File: src/rtl/game_pkg.sv
// Shared encodings and helpers for the game controller.
package game_pkg;

  // Codes the play screen decodes directly.
  typedef enum logic [2:0] {
    StTitle = 3'b000,
    StPlay  = 3'b010,
    StWin   = 3'b100,
    StLose  = 3'b110
  } state_t;

  localparam logic [1:0] DirNone  = 2'b00;
  localparam logic [1:0] DirLeft  = 2'b01;
  localparam logic [1:0] DirRight = 2'b10;

  // Digit 0..9 to active-low {g,f,e,d,c,b,a}; anything else blanks.
  function automatic logic [6:0] seg7_decode(input logic [3:0] digit);
    logic [6:0] seg;
    seg = 7'h7F;
    unique case (digit)
      4'd0:    seg = 7'h40;
      4'd1:    seg = 7'h79;
      4'd2:    seg = 7'h24;
      4'd3:    seg = 7'h30;
      4'd4:    seg = 7'h19;
      4'd5:    seg = 7'h12;
      4'd6:    seg = 7'h02;
      4'd7:    seg = 7'h78;
      4'd8:    seg = 7'h00;
      4'd9:    seg = 7'h10;
      default: seg = 7'h7F;
    endcase
    return seg;
  endfunction

endpackage

File: src/rtl/game_ctrl_if.sv
// Buttons, play-screen link and display lines of the game controller.
interface game_ctrl_if;
  logic       btn_start;
  logic       btn_left;
  logic       btn_right;
  logic [3:0] score;
  logic [3:0] miss;
  logic [2:0] state;
  logic [1:0] dir;
  logic [3:0] an;
  logic [7:0] seg;

  // Board / play-screen side.
  modport master (
    output btn_start, btn_left, btn_right, score, miss,
    input  state, dir, an, seg
  );

  // Controller side.
  modport slave (
    input  btn_start, btn_left, btn_right, score, miss,
    output state, dir, an, seg
  );
endinterface

File: src/rtl/btn_debounce.sv
// Two-flop synchronizer followed by a counting debouncer with rising-edge pulse.
module btn_debounce #(
  parameter int unsigned DEBOUNCE_CYCLES = 1_000_000
) (
  input  logic clk,
  input  logic rst,
  input  logic btn,
  output logic level,
  output logic rise
);

  localparam int unsigned CntW = $clog2(DEBOUNCE_CYCLES + 1);
  localparam logic [CntW-1:0] CntLast = CntW'(DEBOUNCE_CYCLES - 1);

  logic [1:0]      sync_q;
  logic [CntW-1:0] cnt_q, cnt_d;
  logic            level_q, level_d;
  logic            rise_q, rise_d;

  // Count consecutive cycles of disagreement; flip once the run is long enough.
  always_comb begin
    cnt_d   = '0;
    level_d = level_q;
    rise_d  = 1'b0;
    if (sync_q[1] != level_q) begin
      if (cnt_q == CntLast) begin
        level_d = sync_q[1];
        rise_d  = sync_q[1];
      end else begin
        cnt_d = cnt_q + 1'b1;
      end
    end
  end

  // Synchronizer and debouncer state.
  always_ff @(posedge clk or negedge rst) begin
    if (!rst) begin
      sync_q  <= 2'b00;
      cnt_q   <= '0;
      level_q <= 1'b0;
      rise_q  <= 1'b0;
    end else begin
      sync_q  <= {sync_q[0], btn};
      cnt_q   <= cnt_d;
      level_q <= level_d;
      rise_q  <= rise_d;
    end
  end

  assign level = level_q;
  assign rise  = rise_q;

endmodule

File: src/rtl/game_ctrl.sv
// Game front end: button conditioning, game FSM, result latch and 4-digit display scan.
module game_ctrl
  import game_pkg::*;
#(
  parameter int unsigned DEBOUNCE_CYCLES = 1_000_000,
  parameter int unsigned SCAN_CYCLES     = 100_000,
  parameter logic [3:0]  WIN_SCORE       = 4'd9,
  parameter logic [3:0]  LOSE_MISS       = 4'd3
) (
  input logic        clk,
  input logic        rst,
  game_ctrl_if.slave bus
);

  localparam int unsigned ScanW = $clog2(SCAN_CYCLES + 1);
  localparam logic [ScanW-1:0] ScanLast = ScanW'(SCAN_CYCLES - 1);

  logic start_level, start_pulse;
  logic left_level, left_rise;
  logic right_level, right_rise;

  state_t          state_q, state_d;
  logic [3:0]      score_lat_q, score_lat_d;
  logic [3:0]      miss_lat_q, miss_lat_d;
  logic [1:0]      dir_q, dir_d;
  logic [ScanW-1:0] scan_cnt_q;
  logic [1:0]      scan_idx_q;
  logic [3:0]      an_q;
  logic [7:0]      seg_q;
  logic [3:0]      disp_score, disp_miss, digit;

  btn_debounce #(.DEBOUNCE_CYCLES(DEBOUNCE_CYCLES)) u_db_start (
    .clk   (clk),
    .rst   (rst),
    .btn   (bus.btn_start),
    .level (start_level),
    .rise  (start_pulse)
  );

  btn_debounce #(.DEBOUNCE_CYCLES(DEBOUNCE_CYCLES)) u_db_left (
    .clk   (clk),
    .rst   (rst),
    .btn   (bus.btn_left),
    .level (left_level),
    .rise  (left_rise)
  );

  btn_debounce #(.DEBOUNCE_CYCLES(DEBOUNCE_CYCLES)) u_db_right (
    .clk   (clk),
    .rst   (rst),
    .btn   (bus.btn_right),
    .level (right_level),
    .rise  (right_rise)
  );

  // Next state, result latch and direction; loss takes priority over win.
  always_comb begin
    state_d     = state_q;
    score_lat_d = score_lat_q;
    miss_lat_d  = miss_lat_q;
    dir_d       = DirNone;
    unique case (state_q)
      StTitle: begin
        if (start_pulse) begin
          state_d     = StPlay;
          score_lat_d = 4'd0;
          miss_lat_d  = 4'd0;
        end
      end
      StPlay: begin
        if (bus.miss >= LOSE_MISS) begin
          state_d = StLose;
        end else if (bus.score >= WIN_SCORE) begin
          state_d = StWin;
        end
        if (state_d != StPlay) begin
          score_lat_d = bus.score;
          miss_lat_d  = bus.miss;
        end
      end
      StWin, StLose: begin
        if (start_pulse) state_d = StTitle;
      end
      default: state_d = StTitle;
    endcase
    // Gate on the next state so dir is never non-zero alongside a non-PLAY code.
    if (state_d == StPlay) begin
      unique case ({right_level, left_level})
        2'b01:   dir_d = DirLeft;
        2'b10:   dir_d = DirRight;
        default: dir_d = DirNone;
      endcase
    end
  end

  // FSM, result latch and direction registers.
  always_ff @(posedge clk or negedge rst) begin
    if (!rst) begin
      state_q     <= StTitle;
      score_lat_q <= 4'd0;
      miss_lat_q  <= 4'd0;
      dir_q       <= DirNone;
    end else begin
      state_q     <= state_d;
      score_lat_q <= score_lat_d;
      miss_lat_q  <= miss_lat_d;
      dir_q       <= dir_d;
    end
  end

  // Pick the digit for the current scan position from live or latched counts.
  always_comb begin
    disp_score = (state_q == StPlay) ? bus.score : score_lat_q;
    disp_miss  = (state_q == StPlay) ? bus.miss  : miss_lat_q;
    digit      = 4'd0;
    unique case (scan_idx_q)
      2'd0: digit = disp_score % 4'd10;
      2'd1: digit = disp_score / 4'd10;
      2'd2: digit = disp_miss % 4'd10;
      2'd3: digit = disp_miss / 4'd10;
      default: digit = 4'd0;
    endcase
  end

  // Scan timer and registered digit drive; an/seg trail the index by one cycle.
  always_ff @(posedge clk or negedge rst) begin
    if (!rst) begin
      scan_cnt_q <= '0;
      scan_idx_q <= 2'd0;
      an_q       <= 4'b1111;
      seg_q      <= 8'hFF;
    end else begin
      if (scan_cnt_q == ScanLast) begin
        scan_cnt_q <= '0;
        scan_idx_q <= scan_idx_q + 2'd1;
      end else begin
        scan_cnt_q <= scan_cnt_q + 1'b1;
      end
      an_q  <= ~(4'b0001 << scan_idx_q);
      seg_q <= {1'b1, seg7_decode(digit)};
    end
  end

  assign bus.state = state_q;
  assign bus.dir   = dir_q;
  assign bus.an    = an_q;
  assign bus.seg   = seg_q;

endmodule

File: src/flat_wrapper.sv
// flat-port wrapper written by rule: the top's interface ports become plain ports
module game_ctrl_flat import game_pkg::*;
#(
  parameter int unsigned DEBOUNCE_CYCLES = 1_000_000,
  parameter int unsigned SCAN_CYCLES     = 100_000,
  parameter logic [3:0]  WIN_SCORE       = 4'd9,
  parameter logic [3:0]  LOSE_MISS       = 4'd3
)
  (clk, rst, bus_btn_start, bus_btn_left, bus_btn_right, bus_score, bus_miss, bus_state, bus_dir, bus_an, bus_seg);
  game_ctrl_if bus_i ();
  input logic clk;
  input logic rst;
  input wire logic [$bits(bus_i.btn_start)-1:0] bus_btn_start;
  input wire logic [$bits(bus_i.btn_left)-1:0] bus_btn_left;
  input wire logic [$bits(bus_i.btn_right)-1:0] bus_btn_right;
  input wire logic [$bits(bus_i.score)-1:0] bus_score;
  input wire logic [$bits(bus_i.miss)-1:0] bus_miss;
  output wire logic [$bits(bus_i.state)-1:0] bus_state;
  output wire logic [$bits(bus_i.dir)-1:0] bus_dir;
  output wire logic [$bits(bus_i.an)-1:0] bus_an;
  output wire logic [$bits(bus_i.seg)-1:0] bus_seg;
  assign bus_i.btn_start = bus_btn_start;
  assign bus_i.btn_left = bus_btn_left;
  assign bus_i.btn_right = bus_btn_right;
  assign bus_i.score = bus_score;
  assign bus_i.miss = bus_miss;
  assign bus_state = bus_i.state;
  assign bus_dir = bus_i.dir;
  assign bus_an = bus_i.an;
  assign bus_seg = bus_i.seg;
  game_ctrl #(.DEBOUNCE_CYCLES(DEBOUNCE_CYCLES), .SCAN_CYCLES(SCAN_CYCLES), .WIN_SCORE(WIN_SCORE), .LOSE_MISS(LOSE_MISS)) u_core (.clk(clk), .rst(rst), .bus(bus_i));
endmodule
File: config.mk
export PLATFORM = sky130hd
export DESIGN_NAME = game_ctrl_flat
export DESIGN_NICKNAME = d
export VERILOG_FILES = /design/src/rtl/game_pkg.sv /design/src/rtl/game_ctrl_if.sv /design/src/rtl/btn_debounce.sv /design/src/rtl/game_ctrl.sv /design/src/flat_wrapper.sv
export SDC_FILE = /design/constraint.sdc
export NUM_CORES = 1
export LEC_CHECK = 0
export ABC_CLOCK_PERIOD_IN_PS = 3500
export BUFFER_PORTS_ARGS = -buffer_cell sky130_fd_sc_hd__buf_2
export CAP_MARGIN = 15
export CORE_MARGIN = 5
export CORE_UTILIZATION = 60
export DETAILED_ROUTE_END_ITERATION = 6
export HOLD_SLACK_MARGIN = 0.06
export PLACE_DENSITY = 0.85
export SETUP_SLACK_MARGIN = 0.02
export SYNTH_ARGS = -nofsm -noshare
export SYNTH_HDL_FRONTEND = slang
export SYNTH_HIERARCHICAL = 1
export SYNTH_SLANG_ARGS = --single-unit
File: constraint.sdc
create_clock -name clk -period 3.5 [get_ports clk]
set_clock_uncertainty 0.2 [all_clocks]
set_input_delay 1.05 -clock clk [delete_from_list [all_inputs] [get_ports clk]]
set_output_delay 1.05 -clock clk [all_outputs]
set_load 0.05 [all_outputs]
==> metrics.md <==
| Metric | Value |
|---|---|
| Pin count of the biggest net entering global routing | `65` |
| Clock group share of total power | `51.9%` |
| Floorplan die area | `11400 um^2` |
| Iter 0 DRT Violations | `184` |
| Sinks on Clock Net | `113` |
| Antenna violations before repair | `0` |
| Synth warn | `6` |
| Maximum clock insertion buffer count | `2` |
| Relative slew slack | `33.5%` |
| Worst Reg-to-Reg Cells | `7` |
| Fraction of the core area covered by cells at the end of the flow | `70.4%` |
| CTS H-Tree Depth | `4` |
| Max stage delay on crit path | `0.60 ns` |
| Switching share of total power | `21.6%` |
| Slowest stage cell, crit path | `sky130_fd_sc_hd__nor3b_4` |
| Ratio of cells with drive above 1 in the final layout | `19.6%` |
| Total leakage power | `2.76 nW` |
| Met2 layer wire length in the routed design | `5870 um` |
| Slack of the worst reg-to-reg path | `0.61 ns` |
| Most prevalent standard cell on the critical path | `sky130_fd_sc_hd__nor3_1` |
| Min-Delay Endpoint | `u_core/u_db_right/sync_q[1]$_DFF_PN0_` |
| Top sig layer | `met4` |
| Tightest Pin Transition | `0.994 ns` |
| Met3 WL post-DR | `376 um` |
| Worst Path Arrival | `3.10 ns` |
| Number of instances in the synthesized netlist | `511` |
| Hold violation count in the final report | `0` |
| Routed vias | `4005` |
| Clock-pin transition on the worst setup and hold timing paths | `0.06 ns` |
| Setup repair after global routing missed its margin | `no` |
| Number of buffer cells added on primary ports | `28` |
| Wire length of the first global-routing pass | `19300 um` |
| Area added between synthesis and finish | `14.6%` |
| Critical path fanouts, max | `14` |
| Relative contribution of combinational cells to total power | `4.7%` |
| Destination of the worst register-to-register timing path | `u_core/bus.seg[1]$_DFF_PN1_` |
| Internal Pwr Total | `0.00246 W` |
| Worst setup SP type | `register` |
| Vert. Die Dim | `107 um` |
| Outcome | `finished clean` |
| Peak Freq | `347 MHz` |
| Class of the most critical hold timing path | `reg2reg` |
| Maximum resistive drop on vdd | `0.424 mV` |
| FF-to-FF Start | `u_core/bus.state[2]$_DFF_PN0_` |
| Final routed wirelength across all metal layers | `11200 um` |
| Crit path buf inv count | `0` |
| Post-detailed-placement half-perimeter wirelength | `7490 um` |
| Post-CTS setup buffer count | `0` |
| Crit Path Class | `reg2reg` |
| Starting utilization of the core area | `61.4%` |
| Number of antenna-violating nets in the routed design | `0` |
| Worst endpoint required time | `3.71 ns` |
| Post-route total power | `0.00313 W` |
| Fin crit period | `2.89 ns` |
| Final worst-path cycle share | `82.4%` |
| Number of global-route vias before repair | `4116` |
| Last weighted congestion value of the routability-driven placer | `0.861` |
| Hold-critical path depth | `0` |
| Die extent in x | `107 um` |
| CTS tree | `done` |
| Post-CTS Hold Buffers | `0` |
| Net Sw Power | `0.000677 W` |
| # rows | `35` |
| Core area | `9200 um^2` |
| Setup violations, final | `0` |
| Fill cell count | `653` |
| Final cell area excluding filler cells | `6470 um^2` |
| Routed wire length per instance | `16.6 um` |
| I/O Pins | `30` |
| PostCTS Resize Cnt | `0` |
| Synthesized area | `5640 um^2` |
| Total routing usage reported by global routing | `21.0%` |
| Setup TNS | `0 ns` |
| Met1 wire length | `4850 um` |
| DRC violation count after routing | `0` |
| Number of diodes | `0` |
| MaxCap Viol Count | `0` |
| Total power density per cell area | `484 nW/um^2` |
| Count of TritonRoute iterations in the first routing pass | `4` |
| Launch instance of the worst min-delay path | `u_core/u_db_right/sync_q[0]$_DFF_PN0_` |
| Largest delay share family, worst path | `simple AND/OR/NAND/NOR gates` |
| Clock latency on the worst-skew pair | `0.51 ns` |
| Vias per inst | `5.92` |
| GRT Residual Overflow | `0` |
| Number of buffers inserted during clock tree synthesis | `17` |
| Placed cell area | `5890 um^2` |
| Clk Tree Root Cell | `sky130_fd_sc_hd__clkbuf_8` |
| Cell Chain, Critical Path | `nor3b_4 > mux4_2 > nor2b_1 > a21oi_1 > nor3_1 > ha_1 > nor3_1` |
| Max Slew Vio Count | `0` |
| Crit. End Element | `register` |
| Number of nets produced by synthesis | `535` |
| Synthesized area per cell | `11.0 um^2` |
| Net count reported at finish | `577` |
| Share of total power in sequential cells | `43.4%` |
per-stage QoR:
| stage | worst slack (ns) | hold WS (ns) | std cells |
|---|---|---|---|
| after CTS | 0.646 | 0.149 | 677 |
| final | 0.615 | 0.143 | 677 |
| after global routing | 0.391 | 0.155 | 677 |
| after detailed placement | 0.467 | 0.141 | 645 |
| after global placement | 0.594 | 0.133 | 645 |
| after floorplan | 0.698 | 0.131 | 511 |
registers in the layout, summed over array words and instances (netlist names):
| name | flops |
|---|---|
| u_core/miss_lat_q | 4 |
| u_core/bus.dir | 2 |
| u_core/u_db_left/level | 1 |
| u_core/u_db_right/cnt_q | 20 |
| u_core/scan_cnt_q | 17 |
| u_core/u_db_left/cnt_q | 20 |
| u_core/bus.state | 3 |
| u_core/score_lat_q | 4 |
| u_core/u_db_start/cnt_q | 20 |
| u_core/scan_idx_q | 2 |
| u_core/bus.seg | 7 |
| u_core/u_db_left/sync_q | 2 |
| u_core/u_db_start/rise | 1 |
| u_core/bus.an | 4 |
| u_core/u_db_start/level | 1 |
| u_core/u_db_right/level | 1 |
| u_core/u_db_start/sync_q | 2 |
| u_core/u_db_right/sync_q | 2 |
cell usage in the layout (no fill, tap or decap), types with 3 or more instances in the layout:
cell type / instances
sky130_fd_sc_hd__nand3_1: 20
sky130_fd_sc_hd__clkbuf_8: 5
sky130_fd_sc_hd__nor2b_1: 3
sky130_fd_sc_hd__or4_4: 3
sky130_fd_sc_hd__xnor2_1: 33
sky130_fd_sc_hd__nor4_2: 7
sky130_fd_sc_hd__a21oi_1: 16
sky130_fd_sc_hd__clkbuf_1: 6
sky130_fd_sc_hd__nand4_1: 12
sky130_fd_sc_hd__o41ai_4: 3
sky130_fd_sc_hd__mux4_2: 3
sky130_fd_sc_hd__a22o_1: 4
sky130_fd_sc_hd__or4_1: 9
sky130_fd_sc_hd__inv_1: 15
sky130_fd_sc_hd__or3_1: 3
sky130_fd_sc_hd__nor3_1: 11
sky130_fd_sc_hd__ha_1: 11
sky130_fd_sc_hd__nand2_1: 41
sky130_fd_sc_hd__nor4_1: 4
sky130_fd_sc_hd__nand4_2: 6
sky130_fd_sc_hd__mux2i_1: 6
sky130_fd_sc_hd__buf_4: 4
sky130_fd_sc_hd__o21ai_0: 14
sky130_fd_sc_hd__dfrtp_1: 102
sky130_fd_sc_hd__mux2_4: 3
sky130_fd_sc_hd__buf_2: 27
sky130_fd_sc_hd__and4_1: 7
sky130_fd_sc_hd__dfstp_2: 11
sky130_fd_sc_hd__o31ai_1: 10
sky130_fd_sc_hd__and3_1: 9
sky130_fd_sc_hd__nand4bb_1: 3
sky130_fd_sc_hd__nand3_2: 6
sky130_fd_sc_hd__or2_1: 3
sky130_fd_sc_hd__xor2_1: 26
sky130_fd_sc_hd__nor2_1: 64
sky130_fd_sc_hd__nor4bb_1: 3
sky130_fd_sc_hd__or3_4: 3
sky130_fd_sc_hd__clkbuf_16: 19
how the worst max path moves through the flow:
stage | from | end | slack [ns] | cells past startpoint
finish | u_core/bus.state[2]$_DFF_PN0_ | u_core/bus.seg[1]$_DFF_PN1_ | 0.61 | 7
global route | u_core/bus.state[2]$_DFF_PN0_ | u_core/bus.seg[1]$_DFF_PN1_ | 0.39 | 7
CTS | u_core/scan_idx_q[0]$_DFFE_PN0N_ | u_core/bus.seg[1]$_DFF_PN1_ | 0.65 | 8
detailed placement | bus_miss[3] | u_core/bus.seg[1]$_DFF_PN1_ | 0.47 | 7
global placement | bus_miss[3] | u_core/bus.seg[3]$_DFF_PN1_ | 0.59 | 7
floorplan | bus_miss[1] | u_core/bus.seg[3]$_DFF_PN1_ | 0.70 | 7
power groups by stage:
stage	clock network [W]	logic, W	registers [W]
after detailed placement	0	0.000149	0.00138
final	0.00163	0.000149	0.00136
after CTS	0.00165	0.000151	0.00136
after global placement	0	0.000144	0.00138
after global routing	0.00171	0.000164	0.00136
after floorplan	0	0.0000634	0.00140
metal layers:
layer | up-vias | track usage, %
met3 | 12 | 4.64
met5 | - | 0
met4 | 0 | 6.76
li1 | 1914 | -
met1 | 2004 | 26.3
met2 | 75 | 36.3
worst reg2reg max path, cell delays in order (launching register included):
cell and delay (ns):
sky130_fd_sc_hd__dfrtp_1 0.46, sky130_fd_sc_hd__nor3b_4 0.61, sky130_fd_sc_hd__mux4_2 0.43, sky130_fd_sc_hd__nor2b_1 0.22
sky130_fd_sc_hd__a21oi_1 0.09, sky130_fd_sc_hd__nor3_1 0.26, sky130_fd_sc_hd__ha_1 0.31, sky130_fd_sc_hd__nor3_1 0.22
area by class of cell:
class	instances	area, um^2	share of cell area [%]
timing repair buffer	32	185	2.86
clock inverter	2	10.0	0.155
clock buffer	30	567	8.76
inverter	16	60.1	0.928
multi-input combinational	373	2670	41.2
tap	111	139	2.15
sequential	113	2840	43.9
Note: power is estimated with default switching activity, not from simulation.
